[src/rtl/des_dec_keysched_pkg.sv]
// des_pkg: shared DES key-schedule definitions.
//   - PC1 (64->56) and PC2 (56->48) selection tables, FIPS 1-based bit numbers
//   - SHIFT: per-round left-shift amounts of the encrypt schedule
//   - subkey_t / half_t / round_t, FSM state type
//   - pc1()   : applies PC1 to a 64-bit key (bit 63 = FIPS bit 1)
//   - rotr()  : right rotate of a 28-bit half by 1 or 2
//   - rotl()  : left rotate, only present with DES_KS_ENCRYPT_EN
// Bit order everywhere: MSB = FIPS bit 1, so C = cd[55:28], D = cd[27:0].
package des_pkg;

   typedef logic [47:0] subkey_t;
   typedef logic [27:0] half_t;
   typedef logic [3:0]  round_t;

   typedef enum logic {KS_IDLE = 1'b0, KS_GEN = 1'b1} ks_state_t;

   localparam int PC1 [56] = '{
      57, 49, 41, 33, 25, 17,  9,  1, 58, 50, 42, 34, 26, 18,
      10,  2, 59, 51, 43, 35, 27, 19, 11,  3, 60, 52, 44, 36,
      63, 55, 47, 39, 31, 23, 15,  7, 62, 54, 46, 38, 30, 22,
      14,  6, 61, 53, 45, 37, 29, 21, 13,  5, 28, 20, 12,  4};

   localparam int PC2 [48] = '{
      14, 17, 11, 24,  1,  5,  3, 28, 15,  6, 21, 10,
      23, 19, 12,  4, 26,  8, 16,  7, 27, 20, 13,  2,
      41, 52, 31, 37, 47, 55, 30, 40, 51, 45, 33, 48,
      44, 49, 39, 56, 34, 53, 46, 42, 50, 36, 29, 32};

   localparam int SHIFT [16] = '{1, 1, 2, 2, 2, 2, 2, 2, 1, 2, 2, 2, 2, 2, 2, 1};

   // Parity bits (FIPS 8,16,..,64) are simply never selected.
   function automatic logic [55:0] pc1(input logic [63:0] k);
      logic [55:0] r;
      r = '0;
      for (int i = 0; i < 56; i++) r[55-i] = k[64-PC1[i]];
      return r;
   endfunction

   function automatic half_t rotr(input half_t h, input logic two);
      return two ? {h[1:0], h[27:2]} : {h[0], h[27:1]};
   endfunction

`ifdef DES_KS_ENCRYPT_EN
   function automatic half_t rotl(input half_t h, input logic two);
      return two ? {h[25:0], h[27:26]} : {h[26:0], h[27]};
   endfunction
`endif

endpackage

[src/rtl/des_dec_keysched_if.sv]
// des_dec_keysched_if: key-in / subkey-out handshake bundle.
//   key/key_valid/key_ready : key load channel
//   sk/sk_round/sk_last/sk_valid/sk_ready : subkey stream channel
//   mode : only with DES_KS_ENCRYPT_EN (1 = encrypt order K1..K16)
// Modports: slave = key schedule block, master = key source / subkey consumer.
interface des_dec_keysched_if;
   import des_pkg::*;

   logic [63:0] key;
   logic        key_valid;
   logic        key_ready;
   subkey_t     sk;
   round_t      sk_round;
   logic        sk_last;
   logic        sk_valid;
   logic        sk_ready;
`ifdef DES_KS_ENCRYPT_EN
   logic        mode;

   modport slave  (input  key, key_valid, sk_ready, mode,
                   output key_ready, sk, sk_round, sk_last, sk_valid);
   modport master (output key, key_valid, sk_ready, mode,
                   input  key_ready, sk, sk_round, sk_last, sk_valid);
`else
   modport slave  (input  key, key_valid, sk_ready,
                   output key_ready, sk, sk_round, sk_last, sk_valid);
   modport master (output key, key_valid, sk_ready,
                   input  key_ready, sk, sk_round, sk_last, sk_valid);
`endif

endinterface

[src/rtl/des_dec_keysched_pc2.sv]
// des_pc2: combinational PC2 selection, 56-bit {C,D} -> 48-bit subkey.
//   cd : {C,D}, bit 55 = FIPS bit 1
//   sk : subkey, bit 47 = FIPS bit 1
module des_pc2
   import des_pkg::*;
(
   input  logic [55:0] cd,
   output subkey_t     sk
);

   for (genvar i = 0; i < 48; i++) begin : g_bit
      assign sk[47-i] = cd[56-PC2[i]];
   end

   // PC2 drops 8 of the 56 bits by definition.
   logic unused_cd;
   assign unused_cd = ^cd;

endmodule

[src/rtl/des_dec_keysched.sv]
// des_dec_keysched: DES key schedule streaming subkeys K16..K1 (decrypt order),
// one per clock while the consumer accepts.
//   clk   : clock, all state on posedge
//   reset : synchronous, active low
//   ks    : des_dec_keysched_if.slave (key channel in, subkey stream out)
// Parameter ALLOW_RELOAD: accept the next key during the final subkey beat so
// streams run back-to-back.
// Macro DES_KS_ENCRYPT_EN: adds ks.mode; mode=1 at key accept streams K1..K16
// using left rotates.
module des_dec_keysched
   import des_pkg::*;
#(
   parameter bit ALLOW_RELOAD = 1'b0
)(
   input  logic              clk,
   input  logic              reset,
   des_dec_keysched_if.slave ks
);

   ks_state_t   state, state_nxt;
   half_t       c, d, c_nxt, d_nxt;
   subkey_t     sk_q, sk_nxt;
   round_t      rnd, rnd_nxt;
   logic        last, last_nxt, vld, vld_nxt;
   logic        hs, load, key_rdy, sk_upd;
   logic [55:0] cd_key;
`ifdef DES_KS_ENCRYPT_EN
   logic        enc, enc_nxt;
`endif

   assign hs      = vld & ks.sk_ready;
   assign key_rdy = (state == KS_IDLE) ||
                    (ALLOW_RELOAD && (state == KS_GEN) && hs && last);
   assign load    = ks.key_valid & key_rdy;
   assign cd_key  = pc1(ks.key);
   // The final beat never rotates: sk_round must not wrap past the end.
   assign sk_upd  = load | (hs & ~last);

   always_ff @(posedge clk) begin
      if (!reset) state <= KS_IDLE;
      else        state <= state_nxt;
   end

   always_comb begin
      state_nxt = state;
      if (load)             state_nxt = KS_GEN;
      else if (hs && last)  state_nxt = KS_IDLE;
   end

   always_comb begin
      c_nxt    = c;
      d_nxt    = d;
      rnd_nxt  = rnd;
      last_nxt = last;
      vld_nxt  = vld;
`ifdef DES_KS_ENCRYPT_EN
      enc_nxt  = enc;
`endif
      if (load) begin
         // C0,D0 equal C16,D16, so K16 comes straight from PC1(key).
         c_nxt    = cd_key[55:28];
         d_nxt    = cd_key[27:0];
         rnd_nxt  = 4'd15;
         last_nxt = 1'b0;
         vld_nxt  = 1'b1;
`ifdef DES_KS_ENCRYPT_EN
         enc_nxt  = ks.mode;
         if (ks.mode) begin
            c_nxt   = rotl(cd_key[55:28], SHIFT[0] == 2);
            d_nxt   = rotl(cd_key[27:0],  SHIFT[0] == 2);
            rnd_nxt = 4'd0;
         end
`endif
      end else if (hs && last) begin
         vld_nxt = 1'b0;
      end else if (hs) begin
`ifdef DES_KS_ENCRYPT_EN
         if (enc) begin
            c_nxt    = rotl(c, SHIFT[rnd + 4'd1] == 2);
            d_nxt    = rotl(d, SHIFT[rnd + 4'd1] == 2);
            rnd_nxt  = rnd + 4'd1;
            last_nxt = (rnd == 4'd14);
         end else begin
`endif
            c_nxt    = rotr(c, SHIFT[rnd] == 2);
            d_nxt    = rotr(d, SHIFT[rnd] == 2);
            rnd_nxt  = rnd - 4'd1;
            last_nxt = (rnd == 4'd1);
`ifdef DES_KS_ENCRYPT_EN
         end
`endif
      end
   end

   des_pc2 u_pc2 (
      .cd ({c_nxt, d_nxt}),
      .sk (sk_nxt)
   );

   always_ff @(posedge clk) begin
      if (!reset) begin
         c    <= '0;
         d    <= '0;
         sk_q <= '0;
         rnd  <= '0;
         last <= 1'b0;
         vld  <= 1'b0;
`ifdef DES_KS_ENCRYPT_EN
         enc  <= 1'b0;
`endif
      end else begin
         vld <= vld_nxt;
`ifdef DES_KS_ENCRYPT_EN
         enc <= enc_nxt;
`endif
         if (sk_upd) begin
            c    <= c_nxt;
            d    <= d_nxt;
            sk_q <= sk_nxt;
            rnd  <= rnd_nxt;
            last <= last_nxt;
         end
      end
   end

   assign ks.key_ready = key_rdy;
   assign ks.sk        = sk_q;
   assign ks.sk_round  = rnd;
   assign ks.sk_last   = last;
   assign ks.sk_valid  = vld;

endmodule

[src/flat_wrapper.sv]
// flat-port wrapper written by rule: the top's interface ports become plain ports
module des_dec_keysched_flat import des_pkg::*;
#(
   parameter bit ALLOW_RELOAD = 1'b0
)
  (clk, reset, ks_key, ks_key_valid, ks_sk_ready, ks_key_ready, ks_sk, ks_sk_round, ks_sk_last, ks_sk_valid);
  des_dec_keysched_if ks_i ();
  input  logic clk;
  input  logic reset;
  input wire logic [$bits(ks_i.key)-1:0] ks_key;
  input wire logic [$bits(ks_i.key_valid)-1:0] ks_key_valid;
  input wire logic [$bits(ks_i.sk_ready)-1:0] ks_sk_ready;
  output wire logic [$bits(ks_i.key_ready)-1:0] ks_key_ready;
  output wire logic [$bits(ks_i.sk)-1:0] ks_sk;
  output wire logic [$bits(ks_i.sk_round)-1:0] ks_sk_round;
  output wire logic [$bits(ks_i.sk_last)-1:0] ks_sk_last;
  output wire logic [$bits(ks_i.sk_valid)-1:0] ks_sk_valid;
  assign ks_i.key = ks_key;
  assign ks_i.key_valid = ks_key_valid;
  assign ks_i.sk_ready = ks_sk_ready;
  assign ks_key_ready = ks_i.key_ready;
  assign ks_sk = ks_i.sk;
  assign ks_sk_round = ks_i.sk_round;
  assign ks_sk_last = ks_i.sk_last;
  assign ks_sk_valid = ks_i.sk_valid;
  des_dec_keysched #(.ALLOW_RELOAD(ALLOW_RELOAD)) u_core (.clk(clk), .reset(reset), .ks(ks_i));
endmodule
[config.mk]
export PLATFORM = sky130hd
export DESIGN_NAME = des_dec_keysched_flat
export DESIGN_NICKNAME = d
export VERILOG_FILES = /design/src/rtl/des_dec_keysched_pkg.sv /design/src/rtl/des_dec_keysched_if.sv /design/src/rtl/des_dec_keysched_pc2.sv /design/src/rtl/des_dec_keysched.sv /design/src/flat_wrapper.sv
export SDC_FILE = /design/constraint.sdc
export NUM_CORES = 1
export LEC_CHECK = 0
export CAP_MARGIN = 10
export CELL_PAD_IN_SITES_DETAIL_PLACEMENT = 0
export CELL_PAD_IN_SITES_GLOBAL_PLACEMENT = 1
export CORE_UTILIZATION = 27
export DETAILED_ROUTE_END_ITERATION = 6
export DONT_BUFFER_PORTS = 1
export HOLD_SLACK_MARGIN = 0.05
export PLACE_DENSITY_LB_ADDON = 0.1
export SKIP_CTS_REPAIR_TIMING = 1
export SYNTH_ARGS = -nofsm -noshare
export SYNTH_HDL_FRONTEND = slang
export SYNTH_SLANG_ARGS = --single-unit
[constraint.sdc]
create_clock -name clk -period 2.6 [get_ports clk]
set_clock_uncertainty 0.05 [all_clocks]
set_input_delay 0.13 -clock clk [delete_from_list [all_inputs] [get_ports clk]]
set_output_delay 0.13 -clock clk [all_outputs]
set_load 0.005 [all_outputs]
==> out/metrics.csv <==
metric,value,unit
status,finished clean,
Hold Path Class,in -> reg,
ANT cells,0,
Port Buffers,0,
vias per cell,5.638,
"Core Util, Final",0.2855,
"Reg clk slew, reported paths",0.05,ns
"flops & latches, synth",62,
largest net degree at the start of global routing,41,
core area,13930,um2
Crit path arrival time,2.32,ns
Tcrit/Tclk final,0.8250,
GRT overflow,0,
"most common cell after layout, fill and taps aside",dfxtp_1,
R2R depth,7,
initial core utilization,0.2780,
multi-input combinational cell area,2057,um2
fraction of layout cells with a size suffix above 1,0.09945,
worst-path maximum fanout,19,
synth warn,0,
Area growth syn-to-layout,2.713,%
WHS Path Cells,3,
top cell type's share of synthesized area,0.3204,
max-slew violation count,0,
DP HPWL,8.042,mm
Final min period,2.145,ns
CTS Buf Count,9,
WHS Endpoint,u_core.ks.sk[22],
"Cell Count, Final, Fillers Out",542,
Nets,431,
DR pass1 iterations,4,
All-Layer GR Usage,0.1744,
post-synth net total,491,
Rel. slew slack,0.4130,
leakage power,1.617,nW
CP Data Required Time,2.77,ns
post-route setup TNS,0,ns
clock buffer depth,2,
RR Startpoint,u_core.ks.sk_round[0],
antenna-violating nets left,0,
Worst-Skew Late Latency,0.34,ns
routability congestion estimate,0.7483,
Setup CP Type,reg -> reg,
Synth Cell Area,3874,um2
"Seq/Total Area, Yosys",0.3204,
initial antenna violation count,0,
first-pass GRT wire length,19.32,mm
pre-CTS WS,0.4658,ns
Max Cap Viol,0,
"Avg Cell Area, Syn",9.267,um2
Critical Path Start Type,flop,
Post-synth ARST share,0,
Max Freq,0.4662,GHz
row cnt,43,
Critical Path Sink Type,flop,
RSZ-0062 raised after global routing,no,
Area contributors post-synth,"dfxtp_1, a221o_1, buf_4",
PwrDens,661.2,nW/um2
H-Tree Level Count,3,
CTS Root Cell,clkbuf_16,
die area,14830,um2
number of hold violations in the final report,0,
crit-path cells,inv_1 -> ha_1 -> nor3b_4 -> o31ai_4 -> buf_4 -> and2_4 -> a221o_1,
worst reg2reg setup slack,0.46,ns
Synth cell types,36,
Clock Sinks,62,
Setup-failing EPs final,0,
final instance area,3979,um2
worst r2r dst,u_core.ks.sk[14],
CTS tree,built,
placed cell area,3650,um2
hold path start,ks_key[59],
drt drc,0,
Final Hold Slack,0.02001,ns
setup ws final,0.4551,ns
# fillers,1473,
Die H,121.8,um
Crit-path slowest cell,dfxtp_1,
"slowest stage delay, CP",0.49,ns
dominant synthesized flop cell,dfxtp_1,
DP Cell Count,522,
chip width,121.8,um
DR WL/cell,23.54,um
Tightest Pin Transition,0.8766,ns
vias in the first global route,3088,
"EDFF count, synth",0,
FF+latch area,1242,um2
Yosys top cell by area,dfxtp_1,
total power,2.631,mW
"commonest cells after routing, fill and taps aside","dfxtp_1, a221o_1, mux2i_1, and3_1, o2bb2ai_1",
Total Wirelength,12.76,mm
DR iter-0 viols,146,
Post-Syn Instances,418,
VDD IR max,0.3227,mV
routed via count,3056,
# IOs,123,
==> sequential cells by signal (all words and copies together), names as in the netlist <==
register,flops
u_core.ks.sk_valid,1
u_core.ks.sk,47
u_core.ks.sk_round,4
u_core.ks.sk_last,1
u_core.c,5
u_core.d,4
==> power by group <==
group / internal [mW] / switching [mW] / leakage, nW
Clock: 0.691 / 0.442 / 0.133
Sequential: 1.02 / 0.118 / 0.510
Combinational: 0.159 / 0.199 / 0.974
Total: 1.87 / 0.759 / 1.62
==> cell usage after synthesis, types with 2 or more instances <==
| cell type | n |
|---|---|
| mux2i_1 | 36 |
| nand2_1 | 23 |
| nand4_1 | 2 |
| nand2b_1 | 2 |
| nand3_1 | 21 |
| a221o_1 | 55 |
| and3_1 | 36 |
| buf_4 | 51 |
| buf_6 | 2 |
| ha_1 | 5 |
| inv_1 | 2 |
| o21ai_1 | 2 |
| xnor2_1 | 2 |
| nor2_1 | 3 |
| dfxtp_1 | 62 |
| o2bb2ai_1 | 35 |
| clkbuf_1 | 21 |
| buf_1 | 3 |
| buf_2 | 11 |
| inv_2 | 2 |
| a21oi_1 | 26 |
| nor2b_1 | 2 |
==> how the worst max path moves through the flow <==
stage / from / to / cells past startpoint
6_report: u_core.ks.sk_round[0] / u_core.ks.sk[14] / 7
5_1_grt: u_core.ks.sk_round[0] / u_core.ks.sk[12] / 7
4_1_cts: u_core.ks.sk_round[0] / u_core.ks.sk[14] / 7
3_5_place_dp: u_core.ks.sk_round[0] / u_core.ks.sk[16] / 7
3_3_place_gp: u_core.ks.sk_round[0] / u_core.ks.sk[20] / 7
2_1_floorplan: u_core.ks.sk_round[0] / u_core.ks.sk[24] / 8
==> layout make-up <==
type                            instances  share of cell area
Clock inverter                          1            0.001258
Sequential cell                        62              0.3123
Inverter                                4            0.003774
Clock buffer                           14             0.06635
Multi-Input combinational cell        263              0.5170
Tap cell                              180             0.05660
Timing Repair Buffer                   18             0.04277
==> metal layers <==
layer	GRT usage	vias up	routed length (um)
met5	0	-	0
li1	-	1446	-
met2	0.2800	89	6053
met3	0.05712	11	799
met4	0.05787	0	159
met1	0.2180	1510	5748
==> worst max-delay path: cells and delay by family (launching register included) <==
kind | cells | cell delay, ns
AOI/OAI and AO/OA | 2 | 0.50
DFF | 1 | 0.49
and+or+nand+nor | 2 | 0.45
buffers and inverters | 2 | 0.29
adders and majority gates | 1 | 0.24
==> logic make-up (layout without fill, tap and decap cells) <==
kind of cell,Yosys count,count (layout),share of synthesized area
compound gates,122,122,0.2687
buf+inv,93,37,0.1499
flops,62,62,0.3204
mux,37,37,0.09593
xor+xnor,3,3,0.006784
simple gates,96,96,0.1421
fa+ha+maj,5,5,0.01615
(Power assumes the default switching activity.)
